File: config.mk
export PLATFORM = sky130hd
export DESIGN_NAME = dram_cmd_sequencer_flat
export DESIGN_NICKNAME = d
export VERILOG_FILES = /design/src/rtl/dram_cmd_sequencer_if.sv /design/src/rtl/dram_cmd_sequencer.sv /design/src/flat_wrapper.sv
export SDC_FILE = /design/constraint.sdc
export NUM_CORES = 1
export LEC_CHECK = 0
export BUFFER_PORTS_ARGS = -buffer_cell sky130_fd_sc_hd__buf_4
export CELL_PAD_IN_SITES_DETAIL_PLACEMENT = 1
export CELL_PAD_IN_SITES_GLOBAL_PLACEMENT = 2
export CORE_ASPECT_RATIO = 1.25
export CORE_UTILIZATION = 35
export CTS_BUF_LIST = sky130_fd_sc_hd__clkbuf_4 sky130_fd_sc_hd__clkbuf_8
export DETAILED_ROUTE_END_ITERATION = 8
export GPL_TIMING_DRIVEN = 0
export PLACE_DENSITY = 0.94
export SLEW_MARGIN = 30
export SYNTH_ARGS = -nofsm -noshare
export SYNTH_HDL_FRONTEND = slang
export SYNTH_SLANG_ARGS = --single-unit
File: constraint.sdc
create_clock -name clk -period 4.3 [get_ports clk]
set_clock_uncertainty 0.2 [all_clocks]
set_input_delay 0.43 -clock clk [delete_from_list [all_inputs] [get_ports clk]]
set_output_delay 0.43 -clock clk [all_outputs]
set_load 0.005 [all_outputs]
File: src/rtl/dram_cmd_sequencer_if.sv
// Request/response bundle between the DRAM wrapper front end and the
// command sequencer.
//
// Handshake: the front end holds req_valid and all req_* fields stable
// until a cycle where req_valid && req_ready; that cycle transfers one
// request. Responses (rsp_valid for reads, rsp_wdone for writes) are
// single-cycle pulses with no backpressure. rsp_rdata holds its value
// until the next rsp_valid.
interface dram_cmd_sequencer_if #(
    parameter int ROW_W = 11,
    parameter int COL_W = 10
);
    logic             req_valid;
    logic             req_ready;
    logic [1:0]       req_op;
    logic [ROW_W-1:0] req_row;
    logic [COL_W-1:0] req_col;
    logic [31:0]      req_wdata;
    logic [3:0]       req_wstrb;
    logic             rsp_valid;
    logic [31:0]      rsp_rdata;
    logic             rsp_wdone;

    modport master (
        output req_valid, req_op, req_row, req_col, req_wdata, req_wstrb,
        input  req_ready, rsp_valid, rsp_rdata, rsp_wdone
    );

    modport slave (
        input  req_valid, req_op, req_row, req_col, req_wdata, req_wstrb,
        output req_ready, rsp_valid, rsp_rdata, rsp_wdone
    );
endinterface

File: src/rtl/dram_cmd_sequencer.sv
// DRAM command/timing engine: turns one word request into PRE/ACT/CAS
// command cycles with tRP/tRCD/tCL spacing, keeps a row open between
// requests (open-page) and closes it after IDLE_PRE idle cycles.
// All DRAM pins are registered; a command is driven in the first cycle
// of its state, so pins change exactly on state entry.
module dram_cmd_sequencer #(
    parameter int ROW_W    = 11,
    parameter int COL_W    = 10,
    parameter int T_RCD    = 5,
    parameter int T_CL     = 5,
    parameter int T_RP     = 5,
    parameter int IDLE_PRE = 16
) (
    input  logic                 clk,
    input  logic                 rst,
    dram_cmd_sequencer_if.slave  bus,
    output logic                 CSn,
    output logic                 RASn,
    output logic                 CASn,
    output logic [3:0]           WEn,
    output logic [10:0]          A,
    output logic [31:0]          D,
    input  logic [31:0]          Q,
    input  logic                 VALID,
    output logic [2:0]           dbg_state,
    output logic                 dbg_row_open,
    output logic                 dbg_rd_timeout
);

    localparam int A_W      = 11;
    localparam int CNT_MAX0 = (T_RCD > T_RP) ? T_RCD : T_RP;
    localparam int CNT_MAX  = (CNT_MAX0 > T_CL + 8) ? CNT_MAX0 : T_CL + 8;
    localparam int CNT_W    = $clog2(CNT_MAX + 1);
    localparam int IDLE_W   = $clog2(IDLE_PRE + 1);

    typedef enum logic [2:0] {
        S_IDLE = 3'd0,
        S_PRE  = 3'd1,
        S_ACT  = 3'd2,
        S_CAS  = 3'd3,
        S_WAIT = 3'd4
    } state_t;

    state_t            state, state_nx;
    logic [CNT_W-1:0]  cnt, cnt_nx;
    logic [IDLE_W-1:0] idle_cnt, idle_nx;
    logic              row_open, row_open_nx;
    logic [ROW_W-1:0]  open_row, open_row_nx;
    logic              pending, pending_nx;
    logic              rd_timeout, rd_to_nx;

    logic              ready_q;
    logic              rsp_valid_q, rsp_valid_nx;
    logic              rsp_wdone_q, rsp_wdone_nx;
    logic [31:0]       rsp_rdata_q, rsp_rdata_nx;

    logic              csn_nx, rasn_nx, casn_nx;
    logic [3:0]        wen_nx;
    logic [10:0]       a_nx;
    logic [31:0]       d_nx;

    logic [ROW_W-1:0]  lat_row;
    logic [COL_W-1:0]  lat_col;
    logic [31:0]       lat_wdata;
    logic [3:0]        lat_wstrb;
    logic              lat_wr;

    logic              accept, req_ok, req_hit;
    logic [ROW_W-1:0]  row_src;
    logic [COL_W-1:0]  col_src;
    logic [31:0]       wdata_src;
    logic [3:0]        wstrb_src;
    logic              wr_src;

    assign accept  = (state == S_IDLE) && ready_q && bus.req_valid;
    assign req_ok  = (bus.req_op == 2'b01) || (bus.req_op == 2'b10);
    assign req_hit = row_open && (bus.req_row == open_row);

    // In the accept cycle the latches are not yet loaded, so commands
    // issued straight out of IDLE take their fields from the bus.
    assign row_src   = accept ? bus.req_row   : lat_row;
    assign col_src   = accept ? bus.req_col   : lat_col;
    assign wdata_src = accept ? bus.req_wdata : lat_wdata;
    assign wstrb_src = accept ? bus.req_wstrb : lat_wstrb;
    assign wr_src    = accept ? (bus.req_op == 2'b10) : lat_wr;

    assign bus.req_ready = ready_q;
    assign bus.rsp_valid = rsp_valid_q;
    assign bus.rsp_wdone = rsp_wdone_q;
    assign bus.rsp_rdata = rsp_rdata_q;

    assign dbg_state      = state;
    assign dbg_row_open   = row_open;
    assign dbg_rd_timeout = rd_timeout;

    // Capture the request fields on acceptance.
    always_ff @(posedge clk) begin
        if (rst) begin
            lat_row   <= '0;
            lat_col   <= '0;
            lat_wdata <= '0;
            lat_wstrb <= '0;
            lat_wr    <= 1'b0;
        end else if (accept) begin
            lat_row   <= bus.req_row;
            lat_col   <= bus.req_col;
            lat_wdata <= bus.req_wdata;
            lat_wstrb <= bus.req_wstrb;
            lat_wr    <= (bus.req_op == 2'b10);
        end
    end

    // Next-state, timing counters, open-row bookkeeping and responses.
    always_comb begin
        state_nx     = state;
        cnt_nx       = cnt + CNT_W'(1);
        idle_nx      = idle_cnt;
        row_open_nx  = row_open;
        open_row_nx  = open_row;
        pending_nx   = pending;
        rd_to_nx     = rd_timeout;
        rsp_valid_nx = 1'b0;
        rsp_wdone_nx = 1'b0;
        rsp_rdata_nx = rsp_rdata_q;
        unique case (state)
            S_IDLE: begin
                cnt_nx = '0;
                if (accept) begin
                    idle_nx = '0;
                    if (req_ok) begin
                        if (req_hit) begin
                            state_nx = S_CAS;
                        end else if (row_open) begin
                            state_nx   = S_PRE;
                            pending_nx = 1'b1;
                        end else begin
                            state_nx = S_ACT;
                        end
                    end
                end else if (!row_open) begin
                    idle_nx = '0;
                end else if (idle_cnt == IDLE_W'(IDLE_PRE - 1)) begin
                    idle_nx    = '0;
                    state_nx   = S_PRE;
                    pending_nx = 1'b0;
                end else begin
                    idle_nx = idle_cnt + IDLE_W'(1);
                end
            end
            S_PRE: begin
                if (cnt == CNT_W'(T_RP - 1)) begin
                    cnt_nx     = '0;
                    pending_nx = 1'b0;
                    state_nx   = pending ? S_ACT : S_IDLE;
                end
            end
            S_ACT: begin
                if (cnt == CNT_W'(T_RCD - 1)) begin
                    cnt_nx   = '0;
                    state_nx = S_CAS;
                end
            end
            S_CAS: begin
                cnt_nx   = '0;
                state_nx = S_WAIT;
            end
            S_WAIT: begin
                if (lat_wr) begin
                    if (cnt == CNT_W'(T_CL - 1)) begin
                        rsp_wdone_nx = 1'b1;
                        state_nx     = S_IDLE;
                    end
                end else if (VALID) begin
                    rsp_rdata_nx = Q;
                    rsp_valid_nx = 1'b1;
                    state_nx     = S_IDLE;
                end else if (cnt == CNT_W'(T_CL + 7)) begin
                    // DRAM never answered: complete with zero data.
                    rsp_rdata_nx = '0;
                    rsp_valid_nx = 1'b1;
                    rd_to_nx     = 1'b1;
                    state_nx     = S_IDLE;
                end
            end
            default: state_nx = S_IDLE;
        endcase
        if (state_nx == S_PRE && state != S_PRE) begin
            row_open_nx = 1'b0;
        end
        if (state_nx == S_ACT && state != S_ACT) begin
            row_open_nx = 1'b1;
            open_row_nx = row_src;
        end
    end

    // DRAM pin values: a command only in the first cycle of its state.
    always_comb begin
        csn_nx  = 1'b1;
        rasn_nx = 1'b1;
        casn_nx = 1'b1;
        wen_nx  = 4'hF;
        a_nx    = A;
        d_nx    = D;
        if (state_nx != state) begin
            case (state_nx)
                S_PRE: begin
                    csn_nx  = 1'b0;
                    rasn_nx = 1'b0;
                    wen_nx  = 4'h0;
                end
                S_ACT: begin
                    csn_nx  = 1'b0;
                    rasn_nx = 1'b0;
                    a_nx    = A_W'(row_src);
                end
                S_CAS: begin
                    csn_nx  = 1'b0;
                    casn_nx = 1'b0;
                    a_nx    = A_W'(col_src);
                    if (wr_src) begin
                        wen_nx = ~wstrb_src;
                        d_nx   = wdata_src;
                    end
                end
                default: ;
            endcase
        end
    end

    // State, counters and registered outputs.
    always_ff @(posedge clk) begin
        if (rst) begin
            state       <= S_IDLE;
            cnt         <= '0;
            idle_cnt    <= '0;
            row_open    <= 1'b0;
            open_row    <= '0;
            pending     <= 1'b0;
            rd_timeout  <= 1'b0;
            ready_q     <= 1'b0;
            rsp_valid_q <= 1'b0;
            rsp_wdone_q <= 1'b0;
            rsp_rdata_q <= '0;
            CSn         <= 1'b1;
            RASn        <= 1'b1;
            CASn        <= 1'b1;
            WEn         <= 4'hF;
            A           <= '0;
            D           <= '0;
        end else begin
            state       <= state_nx;
            cnt         <= cnt_nx;
            idle_cnt    <= idle_nx;
            row_open    <= row_open_nx;
            open_row    <= open_row_nx;
            pending     <= pending_nx;
            rd_timeout  <= rd_to_nx;
            ready_q     <= (state_nx == S_IDLE);
            rsp_valid_q <= rsp_valid_nx;
            rsp_wdone_q <= rsp_wdone_nx;
            rsp_rdata_q <= rsp_rdata_nx;
            CSn         <= csn_nx;
            RASn        <= rasn_nx;
            CASn        <= casn_nx;
            WEn         <= wen_nx;
            A           <= a_nx;
            D           <= d_nx;
        end
    end

endmodule

File: src/flat_wrapper.sv
// flat-port wrapper written by rule: the top's interface ports become plain ports
module dram_cmd_sequencer_flat 
#(
    parameter int ROW_W    = 11,
    parameter int COL_W    = 10,
    parameter int T_RCD    = 5,
    parameter int T_CL     = 5,
    parameter int T_RP     = 5,
    parameter int IDLE_PRE = 16
)
  (clk, rst, CSn, RASn, CASn, WEn, A, D, Q, VALID, dbg_state, dbg_row_open, dbg_rd_timeout, bus_req_valid, bus_req_op, bus_req_row, bus_req_col, bus_req_wdata, bus_req_wstrb, bus_req_ready, bus_rsp_valid, bus_rsp_rdata, bus_rsp_wdone);
  dram_cmd_sequencer_if #(.ROW_W(ROW_W), .COL_W(COL_W)) bus_i ();
  input  logic clk;
  input  logic rst;
  output logic CSn;
  output logic RASn;
  output logic CASn;
  output logic [3:0] WEn;
  output logic [10:0] A;
  output logic [31:0] D;
  input  logic [31:0] Q;
  input  logic VALID;
  output logic [2:0] dbg_state;
  output logic dbg_row_open;
  output logic dbg_rd_timeout;
  input wire logic [$bits(bus_i.req_valid)-1:0] bus_req_valid;
  input wire logic [$bits(bus_i.req_op)-1:0] bus_req_op;
  input wire logic [$bits(bus_i.req_row)-1:0] bus_req_row;
  input wire logic [$bits(bus_i.req_col)-1:0] bus_req_col;
  input wire logic [$bits(bus_i.req_wdata)-1:0] bus_req_wdata;
  input wire logic [$bits(bus_i.req_wstrb)-1:0] bus_req_wstrb;
  output wire logic [$bits(bus_i.req_ready)-1:0] bus_req_ready;
  output wire logic [$bits(bus_i.rsp_valid)-1:0] bus_rsp_valid;
  output wire logic [$bits(bus_i.rsp_rdata)-1:0] bus_rsp_rdata;
  output wire logic [$bits(bus_i.rsp_wdone)-1:0] bus_rsp_wdone;
  assign bus_i.req_valid = bus_req_valid;
  assign bus_i.req_op = bus_req_op;
  assign bus_i.req_row = bus_req_row;
  assign bus_i.req_col = bus_req_col;
  assign bus_i.req_wdata = bus_req_wdata;
  assign bus_i.req_wstrb = bus_req_wstrb;
  assign bus_req_ready = bus_i.req_ready;
  assign bus_rsp_valid = bus_i.rsp_valid;
  assign bus_rsp_rdata = bus_i.rsp_rdata;
  assign bus_rsp_wdone = bus_i.rsp_wdone;
  dram_cmd_sequencer #(.ROW_W(ROW_W), .COL_W(COL_W), .T_RCD(T_RCD), .T_CL(T_CL), .T_RP(T_RP), .IDLE_PRE(IDLE_PRE)) u_core (.clk(clk), .rst(rst), .bus(bus_i), .CSn(CSn), .RASn(RASn), .CASn(CASn), .WEn(WEn), .A(A), .D(D), .Q(Q), .VALID(VALID), .dbg_state(dbg_state), .dbg_row_open(dbg_row_open), .dbg_rd_timeout(dbg_rd_timeout));
endmodule
* Word level (Yosys, flattened, before mapping) *
Cells that the tools add are included.

storage, ports and cells
  bits in registers = 169
  input port bits = 95
  output and inout bits = 90

cells by class
  $add $sub $neg = 2
  eq/ne operators = 21
  muxes and demuxes = 45
  bitwise operators = 5
  reductions and logical operators = 24

operator list
  kind                 number
  $mux 32              3
  $mux 3               11
  $pmux 11 s2          1
  $mux 1               16
  $pmux 4 s2           2
  $mux 5               3
  $pmux 3 s5           1
  $eq 3x2->1 const B   4
  $mux 4               3
  $eq 11x11->1         1
  $mux 11              1
  $mux 10              1
  $reduce_or 3->1      3
  $reduce_bool 2->1    4
  $reduce_or 2->1      4
  $eq 3x1->1 const B   2
  $logic_not 3->1      2
  $ne 3x2->1 const B   2
  $ne 3x3->1 const B   2
  $reduce_and 3->1     2
  $reduce_and 6->1     1
  $add 5x1->5 const B  1
  $eq 5x4->1 const B   1
  $logic_and 1x1->1    5
  other kinds (16)     21

* Depth between registers and ports, before layout *
  depth after elaboration = 10
  depth in mapped cells = 9
  mapped depth without buffers = 8

* Least setup slack after synthesis *
OpenSTA, ideal clock, no wires.

  kind = input to register
  from = in bus_req_op[0]
  to = reg u_core.D[0]
  library setup time = 0.121 ns
  arrival time = 2.162 ns
  required time = 3.979 ns
  setup slack = 1.818 ns
  stages on the path = 8
  path through = inv_1 -> ha_1 -> nand3b_1 -> nor4_4 -> o21ai_4 -> nor2_4 -> buf_6 -> mux2_2

between the ends
  longest elaborated chain between the ends = 7
  elaborated cells between the ends (all ways) = 10
  those cells by class = 4 x eq/ne; 4 x mux; 2 x reduce/logical

RTL lines
  what                                      line                                                  source
  start, declared                           flat_wrapper.sv:27                                    input wire logic [$bits(bus_i.req_op)-1:0] bus_req_op;
  $eq 2x1->1 or $eq 2x2->1 (tied branches)  dram_cmd_sequencer.sv:76, dram_cmd_sequencer.sv:85
  $logic_or 1x1->1                          dram_cmd_sequencer.sv:76                              assign req_ok = (bus.req_op == 2'b01) || (bus.req_op == 2'b10);
  $mux 3                                    dram_cmd_sequencer.sv:130                             if (req_ok) begin
  $mux 3                                    dram_cmd_sequencer.sv:128                             if (accept) begin
  $pmux 3 s5                                dram_cmd_sequencer.sv:125                             unique case (state)
  $eq 3x2->1 or $ne 3x3->1 (tied branches)  dram_cmd_sequencer.sv:205, dram_cmd_sequencer.sv:204
  $reduce_and 3->1 (no line) *              --
  end signal, assigned                      dram_cmd_sequencer.sv:267                             D <= d_nx;
  end, declared                             dram_cmd_sequencer.sv:22                              output logic [31:0] D,

Mark *: on every way between the ends. The rest lies on a longest branch, timed or not.
A chain may end at the register's enable or synchronous reset.

* Worst setup path after layout *
  from = reg u_core.cnt[0]
  to = reg u_core.open_row[2]

between the ends
  longest elaborated chain between the ends = 7
  elaborated cells between the ends (all ways) = 11
  those cells by class = 3 x eq/ne; 7 x mux; 1 x reduce/logical

RTL lines
  what                    line                       source
  start, declared         dram_cmd_sequencer.sv:45   logic [CNT_W-1:0] cnt, cnt_nx;
  start signal, assigned  dram_cmd_sequencer.sv:252  cnt <= cnt_nx;
  $eq 4x4->1              dram_cmd_sequencer.sv:177  end else if (cnt == CNT_W'(T_CL + 7)) begin
  $mux 3                  dram_cmd_sequencer.sv:177
  $mux 3                  dram_cmd_sequencer.sv:173  end else if (VALID) begin
  $mux 3                  dram_cmd_sequencer.sv:168  if (lat_wr) begin
  $pmux 3 s5 *            dram_cmd_sequencer.sv:125
  $eq 3x2->1 *            dram_cmd_sequencer.sv:190  if (state_nx == S_ACT && state != S_ACT) begin
  $logic_and 1x1->1 *     dram_cmd_sequencer.sv:190
  end signal, assigned    dram_cmd_sequencer.sv:255  open_row <= open_row_nx;
  end, declared           dram_cmd_sequencer.sv:48   logic [ROW_W-1:0] open_row, open_row_nx;

Marked as above.

==> impl_metrics.toml <==
[run_status]
status = "finished, final reports clean"

[placement]
dpl_cell_area_um2 = 8250
dpl.hpwl_mm = 13.9
gp_congestion = 0.818
io_buffer_count = 184

[setup_path]
slowest_stage = "a22oi_1"
crit_type = "flop to flop"
reg2reg_to = "u_core.open_row[2]$_SDFFE_PP0P_"
crit_top_cell = "nand3b_1"
required_ps = 4430
cp.arrival_ps = 3070
worst_r2r_path_depth = 9
crit_chain = "inv_1, ha_1, nand3b_1, mux2i_1, a22oi_1, o211ai_2, clkbuf_1, nand3b_1, o31ai_1"
worst_setup_path_start_kind = "flop"
ff2ff_setup_slack_ps = 1360
cp_slowest_stage_delay_ps = 680
cp_max_fo = 10
end_kind = "flop"
r2r_start = "u_core.cnt[0]$_SDFF_PP0_"

[final_layout]
layout_common_cells = "buf_4 (186), dfxtp_1 (169), nand2_1 (86)"
multiInputGateArea_um2 = 2960
fin_nets = 1000
areaGrowthSynthToFinish_pct = 37.1
diodes = 0
final_cell_area_um2 = 9030
layout_commonest_cell = "buf_4"
drive_above_1_share_pct = 31.5
fin_util_pct = 49.5
fill_cells = 2066
final-seq-area_um2 = 3380

[global_routing]
grtUsageMet3_pct = 6.95
grtUsageMet2_pct = 37.1
grt_pass1_vias = 6164
antenna_found_initial = 0
busiest_layer = "met2"
grt_max_degree = 17
gr-total-overflow = 0
grt_util_met1_pct = 23.6
grtUsageTotal_pct = 20.9
grt_pass1_wl_mm = 31.8

[synth]
synth_edf_count = 0
synth-seq-cells = 169
syn_nets = 759
ys.flop_type = "dfxtp_1"
avgSynthCellArea_um2 = 9.98
yosysWarnings = 0
syn_area_um2 = 6580
synth_cell_type_count = 62
synthArstFlopShare_pct = 0
syn-instance-count = 660
seq_area_frac_synth_pct = 51.4

[route]
drt_iter0_drc = 300
wl_per_cell_um = 17.3
routed-via-count = 5736
routed_via_density = 5.02
first_pass_iters = 4
drt-total-wl_mm = 19.8
drc = 0
ant_nets = 0

[cts]
clock_path_buffers = 2
clkLatencyLatePin_ps = 460
cts_sinks = 169
cts-root-buf = "clkbuf_8"
clkTransAtPathRegs_ps = 90
cts_buffers = 17
cts_max_level = 4
cts_tree = "built"

[sta]
timing_worst_slew_pin_value_ps = 813
finalMaxSlewViolations = 0
hold_violations = 0
setup_tns_ps = 0
grt_setup_unrepaired = "false"
max_freq_mhz = 340
slew_headroom_pct = 45.8
finalCritPeriodShare_pct = 68.5
fin_crit_ps = 2940
setup_viol = 0

[die]
initial_utilization_pct = 36.1
die_x_um = 125
dieArea_um2 = 19400
die_h_um = 155
fp.coreArea_um2 = 18200
io_pins = 185
rows = 55

[run]
maxCapViolations = 0

[min_path]
min_from = "bus_req_col[0]"
hold_class = "primary input to flop"
hold_path_end = "u_core.lat_col[0]$_SDFF_PP0_"
whs_path_depth = 3

[power]
p_leak_nw = 3.86
ir_worst_vdd_mv = 0.150
power_density_nw_per_um2 = 356
-- critical path, delay by kind of cell, from the launching register on --
| family | cells | cell delay [ps] |
|---|---|---|
| adder cells (fa/ha/maj) | 1 | 240 |
| AND/OR/NAND/NOR | 2 | 380 |
| multiplexers | 1 | 140 |
| flip-flops | 1 | 390 |
| buffers and inverters | 2 | 370 |
| AO/OA/AOI/OAI | 3 | 1080 |
-- cell families after synthesis --
group / after synthesis / share of synthesized area (%)
XOR/XNOR: 13 / 1.73
AO/OA/AOI/OAI: 131 / 13.6
AND/OR/NAND/NOR: 227 / 17.9
buffers and inverters: 51 / 3.71
multiplexers: 65 / 10.9
flip-flops: 169 / 51.4
adder cells (fa/ha/maj): 4 / 0.760
-- synth_stat cells (3+ instances only) --
cell type / number / area share, %
nand3_1: 15 / 1.1
nand2b_1: 3 / 0.29
mux2_2: 36 / 6.2
a22o_1: 34 / 4.5
mux2_4: 5 / 1.1
a21oi_1: 48 / 3.6
nand3b_1: 24 / 2.7
buf_6: 4 / 0.68
nor2b_1: 33 / 3.1
o21ai_0: 10 / 0.76
buf_2: 11 / 0.84
inv_1: 6 / 0.34
nand2_1: 86 / 4.9
nand4_1: 3 / 0.29
mux2i_1: 24 / 3.6
nand4b_1: 3 / 0.40
clkbuf_1: 23 / 1.3
buf_1: 4 / 0.23
nor2_1: 37 / 2.1
ha_1: 4 / 0.76
dfxtp_1: 169 / 51
nor3_1: 3 / 0.23
xnor2_1: 12 / 1.6
o31ai_1: 10 / 1.1
o21ai_1: 9 / 0.68
-- layer usage --
metal / vias to the layer above / wire length [um]
met4: 0 / 250
met1: 2756 / 8210
met5: - / 0
li1: 2771 / -
met2: 187 / 9940
met3: 22 / 1380
-- worst max-delay path by stage --
stage / end / start / slack (ps)
after floorplan: u_core.D[0]$_SDFFE_PP0P_ / bus_req_op[0] / 1820
after global placement: u_core.open_row[2]$_SDFFE_PP0P_ / bus_req_op[1] / 1170
after detailed placement: u_core.open_row[2]$_SDFFE_PP0P_ / bus_req_op[0] / 1120
after CTS: u_core.open_row[2]$_SDFFE_PP0P_ / u_core.cnt[0]$_SDFF_PP0_ / 1400
after global routing: u_core.open_row[2]$_SDFFE_PP0P_ / u_core.cnt[0]$_SDFF_PP0_ / 1190
final: u_core.open_row[2]$_SDFFE_PP0P_ / u_core.cnt[0]$_SDFF_PP0_ / 1360
-- area by class of cell --
type	count	share of cell area [%]
clock inverters	15	1.82
plain buffers	45	2.45
flip-flops and latches	169	37.5
multi-input cells	440	32.7
clock buffers	17	2.59
well taps	228	3.16
inverters	6	0.249
repair buffers	222	19.5
-- metrics by stage --
stage               hold slack [ps]  instances  power [mW]  worst slack, ps
detailed placement              250       1072        2.05             1120
floorplan                       230        660        1.88             1820
finish                         18.3       1142        3.21             1360
CTS                           0.880       1140        3.23             1400
global placement                243       1072        2.04             1170
global route                   3.29       1142        3.36             1190
-- timing repair --
item	4_1_cts	5_1_grt
gates resized for setup	0	0
hold buffers	36	2
endpoints found under the hold margin	36	2
setup buffers	0	0
-- power by group --
group          leakage (nW)  total, mW  internal, mW  switching [mW]
clock network         0.197       1.17         0.529           0.643
registers              1.37       1.63          1.61          0.0206
logic                  2.30      0.404         0.185           0.219
-- state kept, by name, indices dropped and copies added (netlist names), 3 cells and up --
register	flops
u_core.A	11
u_core.D	32
u_core.WEn	4
u_core.bus.rsp_rdata	32
u_core.cnt	4
u_core.dbg_state	3
u_core.idle_cnt	5
u_core.lat_col	10
u_core.lat_row	11
u_core.lat_wdata	32
u_core.lat_wstrb	4
u_core.open_row	11
Note: power is estimated with default switching activity, not from simulation.
